`config.mk`:
```
export PLATFORM = sky130hd
export DESIGN_NAME = convolution_coprocessor_ctrl
export DESIGN_NICKNAME = d
export VERILOG_FILES = /design/src/rtl/convolution_coprocessor_ctrl.sv
export SDC_FILE = /design/constraint.sdc
export NUM_CORES = 1
export LEC_CHECK = 0
export ABC_CLOCK_PERIOD_IN_PS = 13430
export CORE_MARGIN = 1.5
export CORE_UTILIZATION = 45
export CTS_CLUSTER_DIAMETER = 120
export DETAILED_ROUTE_END_ITERATION = 10
export PLACE_DENSITY_LB_ADDON = 0.25
export SYNTH_ARGS = -nofsm -noshare
export SYNTH_HDL_FRONTEND = slang
export SYNTH_SLANG_ARGS = --single-unit
export TNS_END_PERCENT = 20
```
`constraint.sdc`:
```
create_clock -name clk -period 13.43 [get_ports clk]
set_input_delay 2.0145 -clock clk [delete_from_list [all_inputs] [get_ports clk]]
set_output_delay 2.0145 -clock clk [all_outputs]
set_load 0.01 [all_outputs]
```
`src/rtl/convolution_coprocessor_ctrl.sv`:
```
// Sequencing/MAC controller for the convolution coprocessor: walks n and k,
// reads X/Y through the shared operand mux, accumulates and writes each Z[n].
module convolution_coprocessor_ctrl #(
  parameter int DATA_WIDTH = 8,
  parameter int ADDR_WIDTH = 5,
  parameter int ACC_WIDTH  = 2*DATA_WIDTH+ADDR_WIDTH
) (
  input  logic                  clk,
  input  logic                  rst_n,
  input  logic                  start,
  input  logic [ADDR_WIDTH-1:0] size_x,
  input  logic [ADDR_WIDTH-1:0] size_y,
  output logic [ADDR_WIDTH-1:0] mem_x_addr,
  output logic [ADDR_WIDTH-1:0] mem_y_addr,
  output logic                  op_sel,
  input  logic [DATA_WIDTH-1:0] op_data,
  output logic [ADDR_WIDTH-1:0] z_addr,
  output logic [ACC_WIDTH-1:0]  z_data,
  output logic                  z_we,
  output logic                  busy,
  output logic                  done
);

  localparam int IW = ADDR_WIDTH + 1;

  typedef enum logic [2:0] {
    S_IDLE, S_SETUP, S_ADDR, S_RD_X, S_RD_Y, S_MAC, S_WRITE, S_DONE
  } state_t;

  state_t state_q, state_d;

  logic [IW-1:0]                n_q, n_d;
  logic [IW-1:0]                k_q, k_d;
  logic [IW-1:0]                kmax_q, kmax_d;
  logic signed [DATA_WIDTH-1:0] x_q, x_d;
  logic signed [DATA_WIDTH-1:0] y_q, y_d;
  logic signed [ACC_WIDTH-1:0]  acc_q, acc_d;

  logic [IW-1:0]                  sx1, sy1, last_n, kmin, kmax_w;
  logic signed [2*DATA_WIDTH-1:0] prod;
  logic                           k_last, n_last, size_zero;

  // Index arithmetic is one bit wider so n can reach size_x+size_y-2 without wrap.
  assign sx1       = {1'b0, size_x} - IW'(1);
  assign sy1       = {1'b0, size_y} - IW'(1);
  assign last_n    = {1'b0, size_x} + {1'b0, size_y} - IW'(2);
  assign kmin      = (n_q > sy1) ? (n_q - sy1) : '0;
  assign kmax_w    = (n_q < sx1) ? n_q : sx1;
  assign k_last    = (k_q == kmax_q);
  assign n_last    = (n_q == last_n);
  assign size_zero = (size_x == '0) || (size_y == '0);
  assign prod      = x_q * y_q;

  // n-k always lies in 0..size_y-1, so the low-bit difference is exact.
  assign mem_x_addr = k_q[ADDR_WIDTH-1:0];
  assign mem_y_addr = n_q[ADDR_WIDTH-1:0] - k_q[ADDR_WIDTH-1:0];

  always_ff @(posedge clk or negedge rst_n) begin
    if (!rst_n) begin
      state_q <= S_IDLE;
      n_q     <= '0;
      k_q     <= '0;
      kmax_q  <= '0;
      x_q     <= '0;
      y_q     <= '0;
      acc_q   <= '0;
    end else begin
      state_q <= state_d;
      n_q     <= n_d;
      k_q     <= k_d;
      kmax_q  <= kmax_d;
      x_q     <= x_d;
      y_q     <= y_d;
      acc_q   <= acc_d;
    end
  end

  always_comb begin
    state_d = state_q;
    unique case (state_q)
      S_IDLE:  if (start) state_d = size_zero ? S_DONE : S_SETUP;
      S_SETUP: state_d = S_ADDR;
      S_ADDR:  state_d = S_RD_X;
      S_RD_X:  state_d = S_RD_Y;
      S_RD_Y:  state_d = S_MAC;
      S_MAC:   state_d = k_last ? S_WRITE : S_ADDR;
      S_WRITE: state_d = n_last ? S_DONE : S_SETUP;
      S_DONE:  state_d = S_IDLE;
      default: state_d = S_IDLE;
    endcase
  end

  always_comb begin
    n_d    = n_q;
    k_d    = k_q;
    kmax_d = kmax_q;
    x_d    = x_q;
    y_d    = y_q;
    acc_d  = acc_q;
    unique case (state_q)
      S_IDLE:  if (start) n_d = '0;
      S_SETUP: begin
        k_d    = kmin;
        kmax_d = kmax_w;
        acc_d  = '0;
      end
      S_RD_X:  x_d = op_data;
      S_RD_Y:  y_d = op_data;
      S_MAC: begin
        acc_d = acc_q + ACC_WIDTH'(prod);
        if (!k_last) k_d = k_q + IW'(1);
      end
      S_WRITE: if (!n_last) n_d = n_q + IW'(1);
      default: ;
    endcase
  end

  always_comb begin
    op_sel = 1'b0;
    z_we   = 1'b0;
    z_addr = '0;
    z_data = '0;
    busy   = 1'b0;
    done   = 1'b0;
    unique case (state_q)
      S_IDLE:  ;
      S_DONE:  done = 1'b1;
      S_RD_Y: begin
        op_sel = 1'b1;
        busy   = 1'b1;
      end
      S_WRITE: begin
        z_we   = 1'b1;
        z_addr = n_q[ADDR_WIDTH-1:0];
        z_data = acc_q;
        busy   = 1'b1;
      end
      default: busy = 1'b1;
    endcase
  end

endmodule

```
==> results.yml <==
outcome:
  status: "finished clean"
worst_setup_path:
  crit_type: "reg2reg"
  r2r_end: "acc_q[17]$_DFFE_PN0P_"
  critPathMaxFanout: 14
  ff2ff_setup_slack_ns: 7.78
  timing.critical_path.buf_inv: 2
  endpoint_kind: "register"
  reg2reg_from: "y_q[0]$_DFFE_PN0P_"
  start_kind: "register"
  startpoint: "y_q[0]$_DFFE_PN0P_"
  reg2reg_depth: 15
  worst_path_max_delay_cell: "and2_1"
  required_ns: 13.69
  slowest_delay_ns: 0.70
  critical_path_arrival_ns: 5.90
  cpMostUsedCell: "fa_1"
  crit_chain: "and2_1 -> inv_1 -> fa_1 -> inv_1 -> fa_1 -> fa_1 -> fa_1 -> fa_1 -> ha_1 -> o21ai_1 -> o21a_1 -> or3_1 -> a21oi_1 -> mux2_1 -> o21ai_1"
  crit_family: "adder cells"
job:
  maxCapViolations: 0
synth:
  synth-seq-area-share_pct: 19.3
  synthesis.area_sq_um: 7510
  synth_cell_types: 62
  ys_ff_latch: 58
  synth_nets: 982
  avgSynthCellArea_sq_um: 9.50
  synth_edf_count: 0
  synthCells: 790
  synthArstFlopShare_pct: 100
  ys.flop_type: "dfrtp_1"
  yosysWarnings: 0
timing:
  tightestPinTransition_ns: 0.905
  finalSetupViolations: 0
  drv_slew: 0
  hold_viol: 0
  grt_setup_unrepaired: "no"
  tns_ns: 0
  max_clock_freq_ghz: 0.177
  clock_skew_ns: 0.00611
  fin_crit_sh_pct: 42.0
  period_minus_slack_ns: 5.65
  maxSlewHeadroom_pct: 39.7
cells_and_area:
  finalInstanceArea_sq_um: 8600
  final_common_cell: "inv_1"
  nets: 1033
  layout_common_cells: "inv_1, fa_1, ha_1"
  fillerInstances: 1587
  syn2layout_area_growth_pct: 14.6
  num_antenna_cells: 0
  drive_gt1_share_pct: 5.32
floorplanning:
  die_x_microns: 132
  dieHeight_microns: 132
  io_pins: 61
  dieArea_sq_um: 17500
  start_util_pct: 45.6
  design.core.area_sq_um: 16500
  fp-row-count: 47
clocking:
  ctsResizeCount: 0
  cts_buffer_depth: 2
  cts.sinks: 58
  cts_made_buffers: 9
  root_buffer: "clkbuf_16"
  clk_pin_slew_ns: 0.05
  postCtsSetupBuffers: 0
  cts_tree: "yes"
  hold_buffers: 0
  htree_levels: 3
  clk_latency_ns: 0.34
detailed_routing:
  drc: 0
  postRouteWirelength_microns: 16800
  vias: 5509
  drt_iter0_markers: 233
  antenna_left: 0
  wl_per_cell_microns: 15.8
  first_pass_iters: 4
  avgViaCountPerCell: 5.17
grt:
  use_met3_pct: 4.27
  grt_pass1_vias: 5929
  grt_pass1_wl_microns: 30000
  grt_max_degree: 59
  grt.busiest_layer: "met2"
  grt_util_met1_pct: 30.3
  gr-usage-met2_pct: 35.0
  grt_usage_pct: 21.6
  grt_overflow: 0
  antenna_found_initial: 0
place:
  post-dp-hpwl_microns: 13500
  gp_congestion: 0.848
  portBuffers: 60
  dpl-instance-area_sq_um: 8290
min_path:
  min_path_cells: 2
  worstHoldStart: "acc_q[0]$_DFFE_PN0P_"
  hp-class: "reg2reg"
  holdPathEnd: "acc_q[0]$_DFFE_PN0P_"
metrics by stage:
step	utilization, %	cells	hold slack [ns]	setup WS (ns)
final	52.2	1066	0.496	7.78
after floorplan	-	790	0.449	8.15
after CTS	52.2	1066	0.503	7.76
after global placement	50.4	1050	0.472	7.88
after detailed placement	50.4	1050	0.488	7.79
after global routing	52.2	1066	0.543	7.39
Yosys cell counts, types with 9 or more instances:
| cell type | instances | share of area, % |
|---|---|---|
| dfrtp_1 | 58 | 19 |
| mux2_2 | 17 | 2.6 |
| xnor2_1 | 32 | 3.7 |
| a21oi_1 | 21 | 1.4 |
| nor2_1 | 31 | 1.6 |
| nand2_1 | 59 | 3.0 |
| inv_1 | 129 | 6.5 |
| nand3_1 | 14 | 0.93 |
| fa_1 | 95 | 25 |
| xor2_1 | 14 | 1.6 |
| ha_1 | 76 | 13 |
| o21a_1 | 14 | 1.4 |
| o21ai_0 | 37 | 2.5 |
| a22o_1 | 9 | 1.1 |
| and2_1 | 51 | 4.3 |
| clkbuf_1 | 18 | 0.90 |
worst min-delay path, delay by kind of cell (launching register included):
| family | cells | cell delay (ns) |
|---|---|---|
| and+or+nand+nor | 2 | 0.11 |
| DFF | 1 | 0.36 |
layer usage:
metal	up-vias	share of wire, %
li1	2704	-
met4	0	0.97
met3	15	3.5
met1	2702	49
met2	88	47
met5	-	0
area by class of cell:
type	instances	area (sq um)	share of cell area [%]
multi-input cells	577	5450	63.4
flip-flops and latches	58	1450	16.9
repair buffers	64	626	7.27
inverters	131	492	5.72
well taps	220	275	3.20
clock buffers	11	253	2.94
clock inverters	5	52.6	0.611
sequential cells by signal, summed over array words and instances (netlist names):
signal	cells
acc_q	21
k_q	6
kmax_q	6
n_q	6
state_q	3
x_q	8
y_q	8
cells by family after synthesis:
logic type,Yosys count,synth area share (%)
xor gates and xnor gates,46,5.37
DFF,58,19.3
AOI/OAI and AO/OA,141,12.8
buffers and inverters,155,8.05
muxes,19,2.83
adders and majority gates,171,38.0
and+or+nand+nor,200,13.6
worst max-delay path by stage:
stage | to | depth (start not counted)
after global placement | acc_q[17]$_DFFE_PN0P_ | 15
after CTS | acc_q[17]$_DFFE_PN0P_ | 15
final | acc_q[17]$_DFFE_PN0P_ | 15
after floorplan | acc_q[17]$_DFFE_PN0P_ | 16
after global routing | acc_q[17]$_DFFE_PN0P_ | 15
after detailed placement | acc_q[17]$_DFFE_PN0P_ | 15
Power is left out: the tool's default activity adds up to more than one toggle a clock period on the data nets, which glitch-free logic cannot reach.
